**src/rtl/call_trace_stack_pkg.sv**
```systemverilog
// Shared encodings for the call/return trace shadow stack.
package call_trace_stack_pkg;

    // Trace event kinds; any other encoding is accepted and ignored.
    localparam logic [1:0] EV_CALL = 2'b01;
    localparam logic [1:0] EV_RET  = 2'b10;

    // Byte offset from a call instruction to its return address.
    localparam int INST_BYTES_DEF = 4;

    // Dump engine states.
    typedef enum logic [1:0] {
        IDLE       = 2'd0,
        DUMP       = 2'd1,
        DUMP_EMPTY = 2'd2
    } dump_state_t;

endpackage

```
**src/rtl/ret_addr_ram.sv**
```systemverilog
// Return-address storage: one synchronous write port, two asynchronous reads
// (top of stack for ret compares, and the dump pointer). Contents are not reset.
module ret_addr_ram #(
    parameter int DEPTH      = 16,
    parameter int DATA_WIDTH = 32,
    parameter int PTR_W      = $clog2(DEPTH)
) (
    input  logic                  clk,
    input  logic                  we,
    input  logic [PTR_W-1:0]      waddr,
    input  logic [DATA_WIDTH-1:0] wdata,
    input  logic [PTR_W-1:0]      top_addr,
    output logic [DATA_WIDTH-1:0] top_data,
    input  logic [PTR_W-1:0]      rd_addr,
    output logic [DATA_WIDTH-1:0] rd_data
);

    logic [DATA_WIDTH-1:0] mem [DEPTH];

    // Single write port, driven by accepted call events.
    always_ff @(posedge clk) begin
        if (we) begin
            mem[waddr] <= wdata;
        end
    end

    assign top_data = mem[top_addr];
    assign rd_data  = mem[rd_addr];

endmodule

```
**src/rtl/call_trace_stack.sv**
```systemverilog
// Shadow return-address stack fed by the core's call/ret trace stream.
// Flags return mismatches, underflow and overflow losses, and can stream
// the live stack (newest first) to the host.
//
// Handshakes: an event transfers on a clock edge where ev_valid && ev_ready;
// a dump beat transfers on an edge where dump_valid && dump_ready. Once
// raised, dump_valid stays high and dump_data stays constant until the beat
// transfers.
module call_trace_stack
    import call_trace_stack_pkg::*;
#(
    parameter int DEPTH      = 16,
    parameter int DATA_WIDTH = 32,
    parameter int INST_BYTES = INST_BYTES_DEF
) (
    input  logic                      clk,
    input  logic                      rst,
    input  logic                      flush,
    input  logic                      ev_valid,
    output logic                      ev_ready,
    input  logic [1:0]                ev_type,
    input  logic [DATA_WIDTH-1:0]     ev_pc,
    input  logic [DATA_WIDTH-1:0]     ev_target,
    output logic [$clog2(DEPTH):0]    depth,
    output logic [15:0]               lost_cnt,
    output logic                      mismatch,
    output logic [DATA_WIDTH-1:0]     exp_addr,
    output logic [DATA_WIDTH-1:0]     act_addr,
    output logic                      underflow,
    input  logic                      dump_req,
    output logic                      dump_valid,
    input  logic                      dump_ready,
    output logic [DATA_WIDTH-1:0]     dump_data,
    output logic                      dump_last
);

    localparam int PTR_W = $clog2(DEPTH);
    localparam logic [PTR_W:0] FULL_CNT = (PTR_W+1)'(DEPTH);
    localparam logic [PTR_W:0] ONE_CNT  = (PTR_W+1)'(1);
    localparam logic [PTR_W:0] TWO_CNT  = (PTR_W+1)'(2);
    localparam logic [PTR_W-1:0] ONE_PTR = PTR_W'(1);

    dump_state_t           state;
    logic [PTR_W-1:0]      wp;
    logic [PTR_W-1:0]      rp;
    logic [PTR_W:0]        remaining;

    logic                  is_call;
    logic                  is_ret;
    logic [DATA_WIDTH-1:0] ret_addr;
    logic [PTR_W-1:0]      nxt_wp;
    logic [PTR_W:0]        nxt_depth;
    logic [15:0]           nxt_lost;
    logic                  do_mis;
    logic                  do_under;
    logic [PTR_W-1:0]      top_addr;
    logic [DATA_WIDTH-1:0] top_data;
    logic [PTR_W-1:0]      rd_addr;
    logic [DATA_WIDTH-1:0] rd_data;
    logic [DATA_WIDTH-1:0] snap_data;

    // Events are only taken while the dump engine is idle.
    assign ev_ready = (state == IDLE);
    assign top_addr = wp - ONE_PTR;

    ret_addr_ram #(
        .DEPTH      (DEPTH),
        .DATA_WIDTH (DATA_WIDTH),
        .PTR_W      (PTR_W)
    ) u_ram (
        .clk      (clk),
        .we       (is_call && !flush),
        .waddr    (wp),
        .wdata    (ret_addr),
        .top_addr (top_addr),
        .top_data (top_data),
        .rd_addr  (rd_addr),
        .rd_data  (rd_data)
    );

    // Post-event stack state, plus the dump snapshot of the new top entry.
    always_comb begin
        is_call   = ev_valid && ev_ready && (ev_type == EV_CALL);
        is_ret    = ev_valid && ev_ready && (ev_type == EV_RET);
        ret_addr  = ev_pc + DATA_WIDTH'(INST_BYTES);
        nxt_wp    = wp;
        nxt_depth = depth;
        nxt_lost  = lost_cnt;
        do_mis    = 1'b0;
        do_under  = 1'b0;
        if (is_call) begin
            nxt_wp = wp + ONE_PTR;
            if (depth == FULL_CNT) begin
                if (lost_cnt != 16'hFFFF) begin
                    nxt_lost = lost_cnt + 16'd1;
                end
            end else begin
                nxt_depth = depth + ONE_CNT;
            end
        end else if (is_ret) begin
            if (depth != '0) begin
                nxt_wp    = wp - ONE_PTR;
                nxt_depth = depth - ONE_CNT;
                do_mis    = (ev_target != top_data);
            end else if (lost_cnt != 16'd0) begin
                nxt_lost = lost_cnt - 16'd1;
            end else begin
                do_under = 1'b1;
            end
        end
        // While dumping, prefetch the next beat; when idle, look at the new top.
        rd_addr   = (state == DUMP) ? (rp - ONE_PTR) : (nxt_wp - ONE_PTR);
        // A call in the same cycle has not reached the RAM yet, so bypass it.
        snap_data = is_call ? ret_addr : rd_data;
    end

    // Stack bookkeeping, mismatch reporting and the dump engine FSM.
    always_ff @(posedge clk) begin
        if (rst) begin
            wp         <= '0;
            rp         <= '0;
            remaining  <= '0;
            depth      <= '0;
            lost_cnt   <= '0;
            mismatch   <= 1'b0;
            exp_addr   <= '0;
            act_addr   <= '0;
            underflow  <= 1'b0;
            state      <= IDLE;
            dump_valid <= 1'b0;
            dump_last  <= 1'b0;
            dump_data  <= '0;
        end else if (flush) begin
            wp         <= '0;
            depth      <= '0;
            lost_cnt   <= '0;
            mismatch   <= 1'b0;
            state      <= IDLE;
            dump_valid <= 1'b0;
            dump_last  <= 1'b0;
        end else begin
            wp       <= nxt_wp;
            depth    <= nxt_depth;
            lost_cnt <= nxt_lost;
            mismatch <= do_mis;
            if (do_mis) begin
                exp_addr <= top_data;
                act_addr <= ev_target;
            end
            if (do_under) begin
                underflow <= 1'b1;
            end
            case (state)
                IDLE: begin
                    if (dump_req) begin
                        dump_valid <= 1'b1;
                        if (nxt_depth != '0) begin
                            state     <= DUMP;
                            rp        <= nxt_wp - ONE_PTR;
                            remaining <= nxt_depth;
                            dump_data <= snap_data;
                            dump_last <= (nxt_depth == ONE_CNT);
                        end else begin
                            state     <= DUMP_EMPTY;
                            dump_data <= '0;
                            dump_last <= 1'b1;
                        end
                    end
                end
                DUMP: begin
                    if (dump_ready) begin
                        if (remaining == ONE_CNT) begin
                            state      <= IDLE;
                            dump_valid <= 1'b0;
                            dump_last  <= 1'b0;
                        end else begin
                            rp        <= rp - ONE_PTR;
                            remaining <= remaining - ONE_CNT;
                            dump_data <= rd_data;
                            dump_last <= (remaining == TWO_CNT);
                        end
                    end
                end
                DUMP_EMPTY: begin
                    if (dump_ready) begin
                        state      <= IDLE;
                        dump_valid <= 1'b0;
                        dump_last  <= 1'b0;
                    end
                end
                default: begin
                    state      <= IDLE;
                    dump_valid <= 1'b0;
                    dump_last  <= 1'b0;
                end
            endcase
        end
    end

endmodule

```
**config.mk**
```make
export PLATFORM = sky130hd
export DESIGN_NAME = call_trace_stack
export DESIGN_NICKNAME = d
export VERILOG_FILES = /design/src/rtl/call_trace_stack_pkg.sv /design/src/rtl/ret_addr_ram.sv /design/src/rtl/call_trace_stack.sv
export SDC_FILE = /design/constraint.sdc
export NUM_CORES = 1
export LEC_CHECK = 0
export ABC_CLOCK_PERIOD_IN_PS = 8600
export BUFFER_PORTS_ARGS = -buffer_cell sky130_fd_sc_hd__clkbuf_2
export CAP_MARGIN = 10
export CORE_MARGIN = 4
export CORE_UTILIZATION = 55
export DETAILED_ROUTE_END_ITERATION = 10
export PLACE_DENSITY = 0.73
export SETUP_SLACK_MARGIN = 0.4
export SLEW_MARGIN = 25
export SYNTH_ARGS = -nofsm -noshare
export SYNTH_HDL_FRONTEND = slang
export SYNTH_SLANG_ARGS = --single-unit
```
**constraint.sdc**
```tcl
create_clock -name clk -period 8.6 [get_ports clk]
set_input_delay 0.86 -clock clk [delete_from_list [all_inputs] [get_ports clk]]
set_output_delay 0.86 -clock clk [all_outputs]
set_load 0.01 [all_outputs]
```
==> key figures <==
Outcome
  • Status: complete, no violations

Clock network
  • CTS tree: yes
  • Clock buffer count from CTS: 69
  • CTS sink count: 648
  • CTS resizes: 0
  • Clk pin slew, worst setup/hold paths: 0.06 ns
  • Root Driver: clkbuf_16
  • Clk_lat worst skew: 0.63 ns
  • Clk buf depth: 3
  • # hold bufs at CTS: 0
  • H-tree levels: 3
  • Post-CTS setup buffers: 0

Setup path
  • Worst Setup Start Kind: register
  • Setup crit end kind: register
  • WP data arrival: 6.24 ns
  • Worst setup path class: reg -> reg
  • Worst Path Required: 9.11 ns
  • Crit-path max FO: 39

Global route
  • Total congestion overflow: 0
  • First-pass GRT wire length: 137,000 um
  • Total Routing Usage GR: 29.5%
  • Initial antenna violation count: 2
  • Vias in the first global route: 20,900
  • Largest net degree at the start of global routing: 113

STA
  • Minimum clock period after layout: 5.72 ns
  • Setup slack after layout: 2.88 ns
  • Slew HR: 25.2%
  • Fmax: 175 MHz
  • Final Setup Violations: 0
  • Setup TNS: 0 ns
  • RSZ-0062 raised after global routing: no
  • Period utilisation layout: 66.5%
  • Fin. Hold Viols: 0
  • Slew @ Worst Pin: 1.12 ns
  • Setup Skew: 0.0343 ns
  • Final Slew Violations: 0

Route
  • Wirelength per Cell: 29.8 um
  • Via density: 6.79
  • Post-DRT Antenna Nets: 0
  • Vias: 21,300
  • DR pass1 iterations: 5
  • DR DRC count: 0
  • Drt initial violations: 2,883
  • Total wire length: 93,400 um

Finish
  • Number of diodes: 0
  • Layout Nets: 2,419
  • Fillers: 4,064
  • Ratio of cells with drive above 1 in the final layout: 28.2%
  • Post-layout util: 63.2%
  • Finished Cell Area: 0.0359 mm2
  • Synth-to-layout area growth: 12.8%

Power
  • Clk pwr share: 41.8%
  • Overall Power: 0.00701 W
  • Leak: 12.4 nW
  • Switching power: 0.00166 W
  • Pwr dens: 195 mW/mm2
  • Net Sw Frac: 23.7%
  • Sequential share of power: 48.7%
  • Maximum vdd drop: 128 uV
  • Internal power: 0.00535 W
  • Logic pwr share: 9.6%

Synth
  • Top-count cell post-synth: edfxtp_1
  • Post-synth EDFFs: 512
  • Post-Syn Instances: 2,143
  • Average size of a mapped cell: 14.9 um2
  • Top post-synthesis cells by area: edfxtp_1 (48%), mux4_2 (18%), dfxtp_1 (8.6%), mux2i_1 (4.8%), nand2_1 (3.2%)
  • Seq/Total Area, Yosys: 56.8%
  • Async SR Flop Fraction: 0%
  • Syn nets: 2,242
  • Synth area leader: edfxtp_1
  • Post-Syn Area: 0.0318 mm2
  • Yosys cell types: 82
  • Synthesis Warnings: 0
  • Most common library cells after synthesis: edfxtp_1 (512), nand2_1 (269), mux4_2 (256), mux2i_1 (154), dfxtp_1 (136)
  • #FFs+latches synth: 648
  • Yosys top cell area share: 48.3%
  • Main flop type after synthesis: edfxtp_1

Die
  • Die Y: 249 um
  • Total die area: 0.0618 mm2
  • Core ar.: 0.0568 mm2
  • Die span in x: 249 um
  • Ports: 194
  • Row cnt: 87
  • Initial core utilization: 56.0%

Placement
  • DP Worst Slack: 2.66 ns
  • Buffers on Ports: 193
  • Post-DP Area: 0.0335 mm2
  • GPL Wtd Cong: 0.951
  • DP HPWL: 57,500 um

Min path
  • Hold Path Class: reg -> reg

Run
  • Max Cap Viol: 0
-- final cells by class --
type | instances | area (um2) | share of cell area (%)
tap | 756 | 946 | 2.63
timing repair buffer | 243 | 1410 | 3.92
clock inverter | 27 | 280 | 0.780
sequential | 648 | 18100 | 50.4
clock buffer | 101 | 1950 | 5.44
inverter | 33 | 126 | 0.352
multi-input combinational | 1325 | 13100 | 36.5
-- power by group through the flow --
stage / registers (W) / clock network, W / logic [W]
CTS: 0.00341 / 0.00296 / 0.000655
detailed placement: 0.00348 / 0 / 0.000651
finish: 0.00341 / 0.00293 / 0.000671
global placement: 0.00348 / 0 / 0.000635
floorplan: 0.00347 / 0 / 0.000450
global route: 0.00341 / 0.00309 / 0.000709
-- critical path: stages (launching register included) --
cell and delay, ns:
dfxtp_4 0.76, buf_4 0.77, buf_4 0.62, mux4_2 0.58, mux2i_1 0.47, xnor2_1 0.24
nor3_1 0.11, a32oi_1 0.29, a221oi_2 0.11, a311oi_4 0.70, buf_4 0.52, mux2_2 0.39
-- routing by layer --
layer | vias to the layer above | GRT usage [%] | share of wire, %
li1 | 8821 | - | -
met1 | 10800 | 40.6 | 37
met2 | 1479 | 46.6 | 47
met3 | 185 | 7.63 | 13
met4 | 2 | 9.91 | 3.1
met5 | - | 0 | 0.0086
-- registers in the layout, indices dropped and copies added, names as in the netlist, 2 cells and up --
| signal | flops |
|---|---|
| u_ram.mem | 512 |
| wp | 4 |
| remaining | 5 |
| rp | 4 |
| exp_addr | 32 |
| act_addr | 32 |
| lost_cnt | 16 |
| depth | 5 |
| dump_data | 32 |
| state | 2 |
-- stage by stage --
stage / instances / hold slack (ns)
after floorplan: 2143 / 0.437
after global placement: 3003 / 0.442
after detailed placement: 3003 / 0.447
after CTS: 3131 / 0.458
after global routing: 3133 / 0.479
final: 3133 / 0.458
-- layout by cell type (no fill, tap or decap), types with 5 or more instances in the layout --
| cell | n |
|---|---|
| inv_1 | 32 |
| nand2_1 | 269 |
| nor4_1 | 11 |
| clkbuf_16 | 71 |
| nor3_1 | 33 |
| nand3_1 | 68 |
| mux4_2 | 256 |
| o211ai_1 | 35 |
| and2_1 | 6 |
| and3_2 | 6 |
| nor2b_1 | 10 |
| ha_1 | 24 |
| edfxtp_1 | 512 |
| a31oi_1 | 7 |
| nand2b_1 | 9 |
| clkbuf_8 | 6 |
| a2111oi_0 | 6 |
| xor2_1 | 15 |
| clkinv_2 | 11 |
| or3_1 | 11 |
| a22oi_1 | 36 |
| xnor2_2 | 18 |
| clkbuf_1 | 22 |
| a21o_1 | 37 |
| and2_2 | 6 |
| buf_4 | 46 |
| and3_1 | 11 |
| nor2_1 | 67 |
| mux2i_1 | 154 |
| o22ai_1 | 5 |
| xnor2_1 | 42 |
| a21oi_1 | 42 |
| clkbuf_2 | 194 |
| a221oi_1 | 6 |
| a211oi_1 | 10 |
| dfxtp_1 | 135 |
| o21ai_0 | 24 |
| nand4_1 | 11 |
-- path summary, 6_finish.rpt --
check / from / endpoint / slack, ns / cells past startpoint
max: wp[0] / exp_addr[13] / 2.88 / 11
min: act_addr[26] / act_addr[26] / 0.46 / 2
max reg2reg: wp[0] / exp_addr[13] / 2.88 / 11
min reg2reg: act_addr[26] / act_addr[26] / 0.46 / 2
-- kinds of logic after synthesis --
family,after synthesis,synth area share (%)
AO/OA/AOI/OAI,256,5.82
XOR/XNOR,83,2.37
adder cells (fa/ha/maj),27,1.08
buffers and inverters,170,2.92
flip-flops,648,56.8
multiplexers,414,23.1
AND/OR/NAND/NOR,545,7.82
No activity file was read; power rests on OpenSTA's default activity.
